--- src/rtl/pipe_skid_reg_if.sv ---
// Valid/ready handshake bundle for the two-entry skid stage.
// The slave modport is the stage's view and the master modport is the surrounding pipeline's view.
interface pipe_skid_reg_if #(
  parameter int unsigned width = 32
);
  logic             flush;
  logic             in_valid;
  logic             in_ready;
  logic [width-1:0] in_data;
  logic             out_valid;
  logic             out_ready;
  logic [width-1:0] out_data;
  logic [1:0]       count;

  modport slave (
    input  flush, in_valid, in_data, out_ready,
    output in_ready, out_valid, out_data, count
  );

  modport master (
    output flush, in_valid, in_data, out_ready,
    input  in_ready, out_valid, out_data, count
  );
endinterface

--- src/rtl/pipe_skid_reg.sv ---
// Two-entry skid buffer between pipeline stages. The upstream ready comes from a flop,
// so no combinational ready path crosses the stage. The stage is in-order and has one cycle of latency.
module pipe_skid_reg #(
  parameter int unsigned width = 32
) (
  input  logic                clk,
  input  logic                reset,
  pipe_skid_reg_if.slave      bus
);

  typedef enum logic [1:0] {
    EMPTY = 2'd0,
    ONE   = 2'd1,
    FULL  = 2'd2
  } state_t;

  state_t           state_q, state_d;
  logic [width-1:0] main_q, main_d;
  logic [width-1:0] skid_q, skid_d;
  logic             in_ready_q;
  logic             out_valid_q;
  logic [1:0]       count_q;
  logic             acc_in_c;
  logic             acc_out_c;

  assign acc_in_c  = bus.in_valid & in_ready_q;
  assign acc_out_c = out_valid_q & bus.out_ready;

  // Next-state and data steering; a flush empties the stage but leaves the data regs untouched.
  always_comb begin
    state_d = state_q;
    main_d  = main_q;
    skid_d  = skid_q;
    if (bus.flush) begin
      state_d = EMPTY;
    end else begin
      unique case (state_q)
        EMPTY: begin
          if (acc_in_c) begin
            state_d = ONE;
            main_d  = bus.in_data;
          end
        end
        ONE: begin
          if (acc_in_c && acc_out_c) begin
            main_d = bus.in_data;
          end else if (acc_in_c) begin
            state_d = FULL;
            skid_d  = bus.in_data;
          end else if (acc_out_c) begin
            state_d = EMPTY;
          end
        end
        FULL: begin
          if (acc_out_c) begin
            state_d = ONE;
            main_d  = skid_q;
          end
        end
        default: state_d = EMPTY;
      endcase
    end
  end

  // Handshake flags are registered copies of the decoded next state.
  always_ff @(posedge clk or negedge reset) begin
    if (!reset) begin
      state_q     <= EMPTY;
      in_ready_q  <= 1'b1;
      out_valid_q <= 1'b0;
      count_q     <= 2'd0;
    end else begin
      state_q     <= state_d;
      in_ready_q  <= (state_d != FULL);
      out_valid_q <= (state_d != EMPTY);
      count_q     <= (state_d == FULL) ? 2'd2 : ((state_d == ONE) ? 2'd1 : 2'd0);
    end
  end

  always_ff @(posedge clk or negedge reset) begin
    if (!reset) begin
      main_q <= '0;
      skid_q <= '0;
    end else begin
      main_q <= main_d;
      skid_q <= skid_d;
    end
  end

  assign bus.in_ready  = in_ready_q;
  assign bus.out_valid = out_valid_q;
  assign bus.out_data  = main_q;
  assign bus.count     = count_q;

endmodule

--- src/flat_wrapper.sv ---
// flat-port wrapper written by rule: the top's interface ports become plain ports
module pipe_skid_reg_flat 
#(
  parameter int unsigned width = 32
)
  (clk, reset, bus_flush, bus_in_valid, bus_in_data, bus_out_ready, bus_in_ready, bus_out_valid, bus_out_data, bus_count);
  pipe_skid_reg_if #(.width(width)) bus_i ();
  input  logic clk;
  input  logic reset;
  input wire logic [$bits(bus_i.flush)-1:0] bus_flush;
  input wire logic [$bits(bus_i.in_valid)-1:0] bus_in_valid;
  input wire logic [$bits(bus_i.in_data)-1:0] bus_in_data;
  input wire logic [$bits(bus_i.out_ready)-1:0] bus_out_ready;
  output wire logic [$bits(bus_i.in_ready)-1:0] bus_in_ready;
  output wire logic [$bits(bus_i.out_valid)-1:0] bus_out_valid;
  output wire logic [$bits(bus_i.out_data)-1:0] bus_out_data;
  output wire logic [$bits(bus_i.count)-1:0] bus_count;
  assign bus_i.flush = bus_flush;
  assign bus_i.in_valid = bus_in_valid;
  assign bus_i.in_data = bus_in_data;
  assign bus_i.out_ready = bus_out_ready;
  assign bus_in_ready = bus_i.in_ready;
  assign bus_out_valid = bus_i.out_valid;
  assign bus_out_data = bus_i.out_data;
  assign bus_count = bus_i.count;
  pipe_skid_reg #(.width(width)) u_core (.clk(clk), .reset(reset), .bus(bus_i));
endmodule
--- config.mk ---
export PLATFORM = sky130hd
export DESIGN_NAME = pipe_skid_reg_flat
export DESIGN_NICKNAME = d
export VERILOG_FILES = /design/src/rtl/pipe_skid_reg_if.sv /design/src/rtl/pipe_skid_reg.sv /design/src/flat_wrapper.sv
export SDC_FILE = /design/constraint.sdc
export NUM_CORES = 1
export LEC_CHECK = 0
export ABC_CLOCK_PERIOD_IN_PS = 2100
export CAP_MARGIN = 20
export CORE_ASPECT_RATIO = 2
export CORE_UTILIZATION = 50
export CTS_BUF_LIST = sky130_fd_sc_hd__clkbuf_4 sky130_fd_sc_hd__clkbuf_8 sky130_fd_sc_hd__clkbuf_16
export CTS_CLUSTER_SIZE = 14
export DETAILED_ROUTE_END_ITERATION = 10
export GPL_TIMING_DRIVEN = 0
export PLACE_DENSITY = 0.9
export SYNTH_ARGS = -nofsm -noshare
export SYNTH_HDL_FRONTEND = slang
export SYNTH_SLANG_ARGS = --single-unit
--- constraint.sdc ---
create_clock -name clk -period 2.1 [get_ports clk]
set_clock_uncertainty 0.05 [all_clocks]
set_input_delay 0.63 -clock clk [delete_from_list [all_inputs] [get_ports clk]]
set_output_delay 0.63 -clock clk [all_outputs]
set_load 0.005 [all_outputs]
==> results.py <==
metrics = {
    "place": {
        "io_buffers": 72,
        "hpwl_um": 4200,
        "place.gp.congestion": 0.753,
    },
    "critical_path": {
        "cp-start-kind": "input pin",
        "worst_ep_arrival_time_ns": 2.22,
        "critPathCaptureType": "flop",
        "criticalPathCategory": "in -> reg",
        "r2r_slack_ns": 0.15,
        "ff2ff_path_depth": 6,
        "setup.worst_path.start": "bus_out_ready",
        "path_max_fanout": 10,
        "r2r_start": "u_core.bus.in_ready",
        "r2r_end": "u_core.bus.out_data[25]",
        "crit_required_ns": 2.26,
    },
    "flow_run": {
        "cap_violations": 0,
    },
    "synth": {
        "syn_inst": 196,
        "synthesis.nets": 233,
        "ys_types": 22,
        "yosysWarnings": 0,
        "yosysSeqAreaShare_pct": 54.4,
        "netlist_area_mm2": 0.00322,
        "avgSynthCellArea_um2": 16.5,
        "ys_ff_latch": 70,
    },
    "cts": {
        "cts_root_buffer": "clkbuf_16",
        "cts_made_buffers": 9,
        "cts_buffer_depth": 2,
        "clk_latency_ns": 0.32,
        "clk_pin_slew_worst_paths_ns": 0.05,
        "cts_tree": "built",
        "cts.htree.levels": 3,
        "hold_buffers": 0,
        "cts_sinks": 70,
    },
    "routing": {
        "ant_nets": 0,
        "vias": 1948,
        "drtIter0Drc": 31,
        "drt-pass1-iter-count": 4,
        "wl_per_cell_um": 16.8,
        "remaining_drc_errors": 0,
        "totalWireLength_um": 6290,
        "routed_via_density": 5.19,
    },
    "power": {
        "p_leak_nw": 2.00,
        "cellPowerDensity_mw_per_mm2": 1180,
        "ir_worst_vdd_mv": 0.767,
        "power_mw": 5.18,
    },
    "die": {
        "core-area_mm2": 0.00626,
        "dieHeight_um": 116,
        "die-area_mm2": 0.00679,
        "num_rows": 41,
        "start_util_pct": 51.5,
        "dieWidth_um": 58.8,
        "num_io_pins": 73,
    },
    "global_route": {
        "grt_pass1_vias": 2191,
        "antenna_found_initial": 0,
        "grt_first_pass_wirelength_um": 10400,
        "grt_util_all_layers_pct": 21.3,
        "grt_max_degree": 71,
        "gr-total-overflow": 0,
    },
    "sta": {
        "slew_viol_final": 0,
        "tightest_slew_ns": 0.859,
        "setup_viol": 0,
        "fmax_ghz": 0.484,
        "hold_violations": 0,
        "whs_ns": 0.349,
        "fin_crit_ns": 2.07,
        "period_share_pct": 98.4,
        "slew_headroom_pct": 42.7,
    },
    "final_layout": {
        "antenna_cells": 0,
        "area_growth_pct": 36.4,
        "layout.nets": 322,
        "drive_above_1_share_pct": 47.1,
        "nFillCells": 429,
        "final_util_pct": 70.3,
    },
    "hold_path": {
        "hold_class": "in -> async",
    },
    "status": {
        "outcome": "complete, no violations",
    },
}
placed cells by master (no fill, tap or decap), drive strengths merged:
cell type / instances
a21oi: 1
nand4: 1
a221o: 1
dfrtp: 69
dfstp: 1
dlymetal6s2s: 1
clkdlybuf4s50: 69
clkbuf: 14
or2: 1
and4b: 2
or3b: 1
bufinv: 1
dlygate4sd2: 1
buf: 18
nand3b: 2
a21bo: 1
o21ai: 1
mux2: 96
a221oi: 1
nand2b: 1
nand2: 2
nand4b: 1
inv: 2
a21o: 1
report_power, final:
part / internal [mW] / switching [mW]
Sequential: 1.87 / 0.287
Clock: 0.997 / 0.501
Combinational: 1.11 / 0.408
how the worst max path moves through the flow:
| stage | depth (start not counted) | end | slack (ns) |
|---|---|---|---|
| after global placement | 1 | u_core.bus.count[1] | -1.92 |
| after floorplan | 5 | u_core.skid_q[10] | 0.24 |
| final | 6 | u_core.skid_q[5] | 0.03 |
| after CTS | 1 | bus_in_ready | 0.006 |
| after detailed placement | 5 | u_core.bus.out_data[26] | -0.44 |
| after global routing | 6 | u_core.skid_q[5] | -0.003 |
sequential cells by signal, indices dropped and copies added, names as in the netlist:
register	cells
u_core.bus.out_data	32
u_core.skid_q	32
u_core.bus.count	2
u_core.state_q	2
u_core.bus.in_ready	1
u_core.bus.out_valid	1
layout make-up:
type | instances | area (um2) | share of cell area, %
clock inverter | 1 | 30.0 | 0.683
timing repair buffer | 78 | 764 | 17.4
clock buffer | 14 | 269 | 6.12
inverter | 2 | 7.51 | 0.171
tap | 86 | 108 | 2.45
multi-input combinational | 113 | 1340 | 30.5
sequential | 70 | 1750 | 39.9
buffer | 11 | 125 | 2.84
per-stage QoR:
stage                     setup slack (ns)  area (um2)  cells   TNS, ns
after floorplan                      0.235        3220    196         0
after global placement               -1.92        4050    354   -156.90
after detailed placement            -0.441        4050    354    -25.05
after CTS                          0.00614        4380    373         0
after global routing              -0.00308        4400    375  -0.00679
final                               0.0329        4400    375         0
critical path, cell delays in order:
cell             delay [ns]
clkdlybuf4s50_1        0.46
nand2_2                0.14
or3b_1                 0.38
buf_6                  0.16
buf_12                 0.15
mux2_4                 0.30
layer usage:
metal / wire length, um / share of wire [%] / up-vias / GRT usage (%)
met3: 227 / 3.6 / 18 / 5.80
met1: 2380 / 38 / 996 / 22.8
met2: 3480 / 55 / 55 / 36.7
met5: 0 / 0 / - / 0
li1: - / - / 879 / -
met4: 194 / 3.1 / 0 / 12.4
cell families (layout without fill, tap and decap cells):
kind of cell,count (synthesis),after routing,share of synthesized area [%]
buffers and inverters,13,106,4.11
muxes,96,96,37.0
and+or+nand+nor,11,11,2.45
DFF,70,70,54.4
AOI/OAI and AO/OA,6,6,2.06
what timing repair did:
item                       CTS  global route
buffers inserted             3             2
setup endpoints to repair   60            42
pin swaps                    1             1
cloned                       1             0
resized for setup            3             1
synthesized netlist by cell type, drive strengths merged:
cell    count  share of area, %
buf        11               3.9
a21o        1              0.27
a221oi      1              0.82
nand4       1              0.19
nand3b      2              0.47
dfrtp      69                54
nand2       2              0.23
mux2       96                37
nand2b      1              0.19
or2         1              0.19
o21ai       1              0.16
a21oi       1              0.16
and4b       2              0.62
dfstp       1              0.82
inv         2              0.23
a21bo       1              0.31
nand4b      1              0.27
or3b        1              0.27
a221o       1              0.35
(Power assumes the default switching activity.)
